## src/rtl/uart_arb_pkg.sv

```systemverilog
// Shared types and constants for the uart_tx packet arbiter.
package uart_arb_pkg;

  localparam int unsigned BYTE_W    = 8;
  localparam int unsigned DRIVE_REQ = 0;

  typedef enum logic {
    IDLE   = 1'b0,
    LOCKED = 1'b1
  } arb_state_t;

  // Index width for an n-entry requester vector (at least one bit).
  function automatic int unsigned idx_w(input int unsigned n);
    return (n > 1) ? $clog2(n) : 1;
  endfunction

endpackage

```

## src/rtl/uart_tx_arbiter_picker.sv

```systemverilog
// rr_priority_picker: requester 0 wins outright, otherwise the first valid
// requester in 1..NREQ-1 searching cyclically from ptr+1.
module rr_priority_picker
  import uart_arb_pkg::*;
#(
  parameter int unsigned NREQ  = 3,
  parameter int unsigned IDX_W = idx_w(NREQ)
) (
  input  logic [NREQ-1:0]  valid,
  input  logic [IDX_W-1:0] ptr,
  output logic [NREQ-1:0]  onehot_c,
  output logic [IDX_W-1:0] idx_c,
  output logic             any_c
);

  int cand;

  always_comb begin
    onehot_c = '0;
    idx_c    = '0;
    any_c    = 1'b0;
    cand     = 0;
    if (valid[IDX_W'(DRIVE_REQ)]) begin
      onehot_c[IDX_W'(DRIVE_REQ)] = 1'b1;
      idx_c                       = IDX_W'(DRIVE_REQ);
      any_c                       = 1'b1;
    end else begin
      // Candidates wrap within 1..NREQ-1, never back onto index 0.
      for (int k = 1; k < int'(NREQ); k++) begin
        cand = int'(ptr) + k;
        if (cand >= int'(NREQ)) cand = cand - (int'(NREQ) - 1);
        if (!any_c && valid[IDX_W'(cand)]) begin
          onehot_c[IDX_W'(cand)] = 1'b1;
          idx_c                  = IDX_W'(cand);
          any_c                  = 1'b1;
        end
      end
    end
  end

endmodule

```

## src/rtl/uart_tx_arbiter.sv

```systemverilog
// Packet-level arbiter sharing one uart_tx between NREQ byte streams.
// Optional stall timeout enabled by defining UART_ARB_TIMEOUT_EN.
module uart_tx_arbiter
  import uart_arb_pkg::*;
#(
  parameter int unsigned NREQ    = 3,
  parameter int unsigned TIMEOUT = 50_000
) (
  input  logic                         clk,
  input  logic                         reset,
  input  logic [NREQ-1:0][BYTE_W-1:0]  req_data,
  input  logic [NREQ-1:0]              req_valid,
  input  logic [NREQ-1:0]              req_last,
  output logic [NREQ-1:0]              req_ready,
  output logic [BYTE_W-1:0]            tx_data,
  output logic                         tx_valid,
  input  logic                         tx_ready,
  output logic [NREQ-1:0]              grant,
  output logic                         busy,
  output logic [NREQ-1:0]              timeout_err
);

  localparam int unsigned IDX_W = idx_w(NREQ);

  arb_state_t       state;
  logic [IDX_W-1:0] owner;
  logic [IDX_W-1:0] rr_ptr;
  logic [IDX_W-1:0] pick_idx;
  logic [NREQ-1:0]  pick_onehot;
  logic             pick_any;
  logic             slot_free;
  logic             accept;
  logic             pkt_done;
  logic             timeout_hit;
  logic             release_grant;
  logic             lock_next;
  logic             txv_next;

  rr_priority_picker #(
    .NREQ  (NREQ),
    .IDX_W (IDX_W)
  ) u_picker (
    .valid    (req_valid),
    .ptr      (rr_ptr),
    .onehot_c (pick_onehot),
    .idx_c    (pick_idx),
    .any_c    (pick_any)
  );

  // The single output slot can take a byte when empty or draining this cycle.
  assign slot_free     = !tx_valid || tx_ready;
  assign req_ready     = (state == LOCKED && slot_free) ? grant : '0;
  assign accept        = (state == LOCKED) && slot_free && req_valid[owner];
  assign pkt_done      = accept && req_last[owner];
  assign release_grant = pkt_done || timeout_hit;
  assign lock_next     = (state == IDLE) ? pick_any : !release_grant;
  assign txv_next      = accept || (tx_valid && !tx_ready);

  // Arbitration FSM and output register.
  always_ff @(posedge clk) begin
    if (reset) begin
      state    <= IDLE;
      grant    <= '0;
      owner    <= '0;
      rr_ptr   <= IDX_W'(NREQ - 1);
      tx_valid <= 1'b0;
      tx_data  <= '0;
      busy     <= 1'b0;
    end else begin
      busy     <= lock_next || txv_next;
      tx_valid <= txv_next;
      if (accept) tx_data <= req_data[owner];
      case (state)
        IDLE: begin
          if (pick_any) begin
            state <= LOCKED;
            grant <= pick_onehot;
            owner <= pick_idx;
            if (pick_idx != IDX_W'(DRIVE_REQ)) rr_ptr <= pick_idx;
          end
        end
        LOCKED: begin
          if (release_grant) begin
            state <= IDLE;
            grant <= '0;
          end
        end
        default: state <= IDLE;
      endcase
    end
  end

`ifdef UART_ARB_TIMEOUT_EN
  localparam int unsigned CNT_W = $clog2(TIMEOUT + 1);

  logic [CNT_W-1:0] stall_cnt;
  logic             stalled;

  // Only cycles where the owner could have sent but did not are counted.
  assign stalled     = (state == LOCKED) && slot_free && !req_valid[owner];
  assign timeout_hit = stalled && (stall_cnt == CNT_W'(TIMEOUT - 1));

  always_ff @(posedge clk) begin
    if (reset || state == IDLE || accept) begin
      stall_cnt <= '0;
    end else if (stalled) begin
      stall_cnt <= stall_cnt + CNT_W'(1);
    end
  end

  always_ff @(posedge clk) begin
    if (reset) begin
      timeout_err <= '0;
    end else begin
      timeout_err <= timeout_hit ? grant : '0;
    end
  end
`else
  logic unused_timeout;

  assign timeout_hit    = 1'b0;
  assign timeout_err    = '0;
  assign unused_timeout = (TIMEOUT == 0);
`endif

endmodule
```

## config.mk

```make
export PLATFORM = sky130hd
export DESIGN_NAME = uart_tx_arbiter
export DESIGN_NICKNAME = d
export VERILOG_FILES = /design/src/rtl/uart_arb_pkg.sv /design/src/rtl/uart_tx_arbiter_picker.sv /design/src/rtl/uart_tx_arbiter.sv
export SDC_FILE = /design/constraint.sdc
export NUM_CORES = 1
export LEC_CHECK = 0
export BUFFER_PORTS_ARGS = -buffer_cell sky130_fd_sc_hd__buf_2
export CORE_MARGIN = 2
export CORE_UTILIZATION = 44
export DETAILED_ROUTE_END_ITERATION = 10
export PLACE_DENSITY = 0.78
export SETUP_SLACK_MARGIN = 0.02
export SLEW_MARGIN = 10
export SYNTH_ARGS = -nofsm -noshare
export SYNTH_HDL_FRONTEND = slang
export SYNTH_SLANG_ARGS = --single-unit
```

## constraint.sdc

```tcl
create_clock -name clk -period 1.8 [get_ports clk]
set_input_delay 0.36 -clock clk [delete_from_list [all_inputs] [get_ports clk]]
set_output_delay 0.36 -clock clk [all_outputs]
set_load 0.02 [all_outputs]
```

==> flow_summary.ini <==
[synthesis]
ys_warn_count = 0
synthCells = 113
ys_ff_latch = 18
synth_top_area_cell = dfxtp_1
syn_area_um2 = 995
synth_top_area_share_pct = 36.2
synth.area.top_cells = dfxtp_1, a21oi_1, mux2i_1
ys_types = 36
synth.avg_cell_area_um2 = 8.80
ys_seq_area_share_pct = 36.2

[global_route]
grt_pass1_vias = 899
grt_max_degree = 19
grt_pass1_wl_um = 3800
grt_overflow = 0
grt.total_usage_pct = 19.1
antenna_found_initial = 0

[timing]
max_freq_mhz = 597
setup_violations = 0
final_critical_path_setup_slack_ns = 0.125
tns_ns = 0
maxSlewHeadroom_pct = 66.8
hold_slack_ns = 0.354
rsz0062_at_grt = no
drv_slew = 0
period_share_pct = 93.0
fin_crit_ns = 1.67
skew_ns = 0.000819
hold_viol_final = 0
tightest_slew_ns = 0.496

[clocking]
clkSlewWorstSetupHoldPaths_ns = 0.10
ctsResizeCount = 0
cts_max_level = 1
cts-buffers-inserted = 3
ctsHoldBuffers = 0
cts_sinks = 18
insertion_delay_ns = 0.29
post_cts_buffers = 0
clk_path_buf_depth = 2
root_buffer = clkbuf_4
cts_tree = built

[final_layout]
seq_area_um2 = 360
drive_above_1_share_pct = 38.4
multi_input_area_um2 = 558
final_nets = 193
syn2layout_area_growth_pct = 27.0
final_cell_area_um2 = 1260
fillers = 225
antennaDiodeCount = 0

[run_status]
status = finished, final reports clean

[floorplan]
initial_core_util_pct = 45.8
ios = 52
rows = 17
die_h_um = 51.5
die_w_um = 51.5
dieArea_um2 = 2660
core-area_um2 = 2170

[critical_path]
crit_path_start_kind = flop
worstSetupPathType = reg2reg
cp-end-kind = flop
max_stage_delay_ns = 0.55
path_max_fanout = 17
cp.required_ns = 2.00
slowest_stage = dfxtp_1
path_cells = mux2i_1 > o21ai_4 > a21oi_1 > a311oi_1
arrival_ns = 1.87

[placement]
placed_cell_area_um2 = 1230
pre_cts_slack_ns = 0.134
place_congestion = 0.794
hpwl_um = 1900
io_buffers = 48

[route]
wirelength_met1_um = 1060
via_count = 1016
postRouteAntennaNets = 0
drc = 0
highest_layer = met3
first_pass_iters = 4
wl_met3_um = 210
route.met2.wl_um = 1210
routedWlPerCell_um = 13.3
via_per_inst = 5.43
finalWirelength_um = 2480
drt_iter0_drc = 21

[power]
power.density_nw_per_um2 = 763
power_w = 0.000965
ir_drop_v = 0.000517
leakage_nw = 0.571

[job]
cap_violations = 0

[min_path]
holdCritPathClass = in2reg
-- cells in the mapped netlist --
cell / instances
a21oi_2: 1
o21ai_4: 1
clkbuf_2: 1
a31oi_1: 1
mux2i_1: 10
nand2_1: 5
and3_1: 3
a311oi_2: 1
o21bai_1: 1
buf_4: 4
nand3_1: 1
nor4b_1: 1
nor4bb_1: 1
and2_1: 1
a21boi_0: 1
nor3_1: 1
o311ai_1: 2
nor2b_1: 2
o21a_1: 1
buf_2: 3
o31ai_2: 1
nand2b_1: 1
a21oi_1: 22
buf_6: 2
o21ai_0: 1
nand3b_1: 1
a311oi_1: 7
a2bb2oi_1: 1
o31ai_1: 1
buf_1: 1
inv_1: 1
dfxtp_1: 18
a2bb2oi_2: 1
clkbuf_1: 1
conb_1: 1
nor2_1: 11
-- sequential cells by signal (all words and copies together) (netlist names) --
register  count
grant         3
tx_valid      1
owner         2
busy          1
rr_ptr        2
state         1
tx_data       8
-- report_power, final --
part,internal [W],leakage [nW],switching (W)
clock network,0.000123,0.0210,0.000124
logic,0.000108,0.402,0.000156
registers,0.000429,0.148,0.0000233
total,0.000661,0.571,0.000304
-- cells by family after synthesis --
| group | count (synthesis) | synth area share (%) |
|---|---|---|
| AOI/OAI and AO/OA | 43 | 30.8 |
| and+or+nand+nor | 28 | 14.1 |
| muxes | 10 | 10.1 |
| DFF | 18 | 36.2 |
| other | 1 | 0.377 |
| buffers and inverters | 13 | 8.43 |
-- worst max-delay path, delay by kind of cell (launching register included) --
| family | cells | cell delay (ns) |
|---|---|---|
| flip-flops | 1 | 0.55 |
| multiplexers | 1 | 0.20 |
| AO/OA/AOI/OAI | 3 | 0.83 |
-- layer usage --
layer | vias to the layer above | global-route usage [%]
li1 | 509 | -
met1 | 462 | 22.6
met2 | 45 | 35.3
met3 | 0 | 5.75
met4 | 0 | 1.32
met5 | - | 0
-- layout make-up --
class / instances / area share (%)
inverter: 1 / 0.297
multi-input combinational: 84 / 44.2
timing repair buffer: 52 / 21.4
tap: 28 / 2.77
sequential: 18 / 28.5
clock buffer: 4 / 2.87
-- through the flow --
stage	utilization (%)	std cells
floorplan	-	115
global placement	56.6	183
detailed placement	56.6	183
CTS	58.2	187
global route	58.2	187
finish	58.2	187
-- cell usage in the layout, fill, tap and decap left out, types with 2 or more instances in the layout --
cell type / count
a21oi_1: 22
a311oi_1: 7
and3_1: 3
buf_2: 48
buf_4: 4
clkbuf_4: 3
conb_1: 3
dfxtp_1: 18
mux2i_1: 10
nand2_1: 5
nor2_1: 11
nor2b_1: 2
o311ai_1: 2
-- path summary, 6_finish.rpt --
path         cells past startpoint  slack [ns]                   from                 endpoint
max                              4        0.13  owner[1]$_SDFFE_PP0P_  tx_data[6]$_SDFFE_PP0P_
min                              3        0.35           req_valid[0]    grant[0]$_SDFFE_PP0P_
max reg2reg                      4        0.13  owner[1]$_SDFFE_PP0P_  tx_data[6]$_SDFFE_PP0P_
min reg2reg                      1        0.48  grant[2]$_SDFFE_PP0P_    grant[2]$_SDFFE_PP0P_
Power figures use the tool's default switching activity.
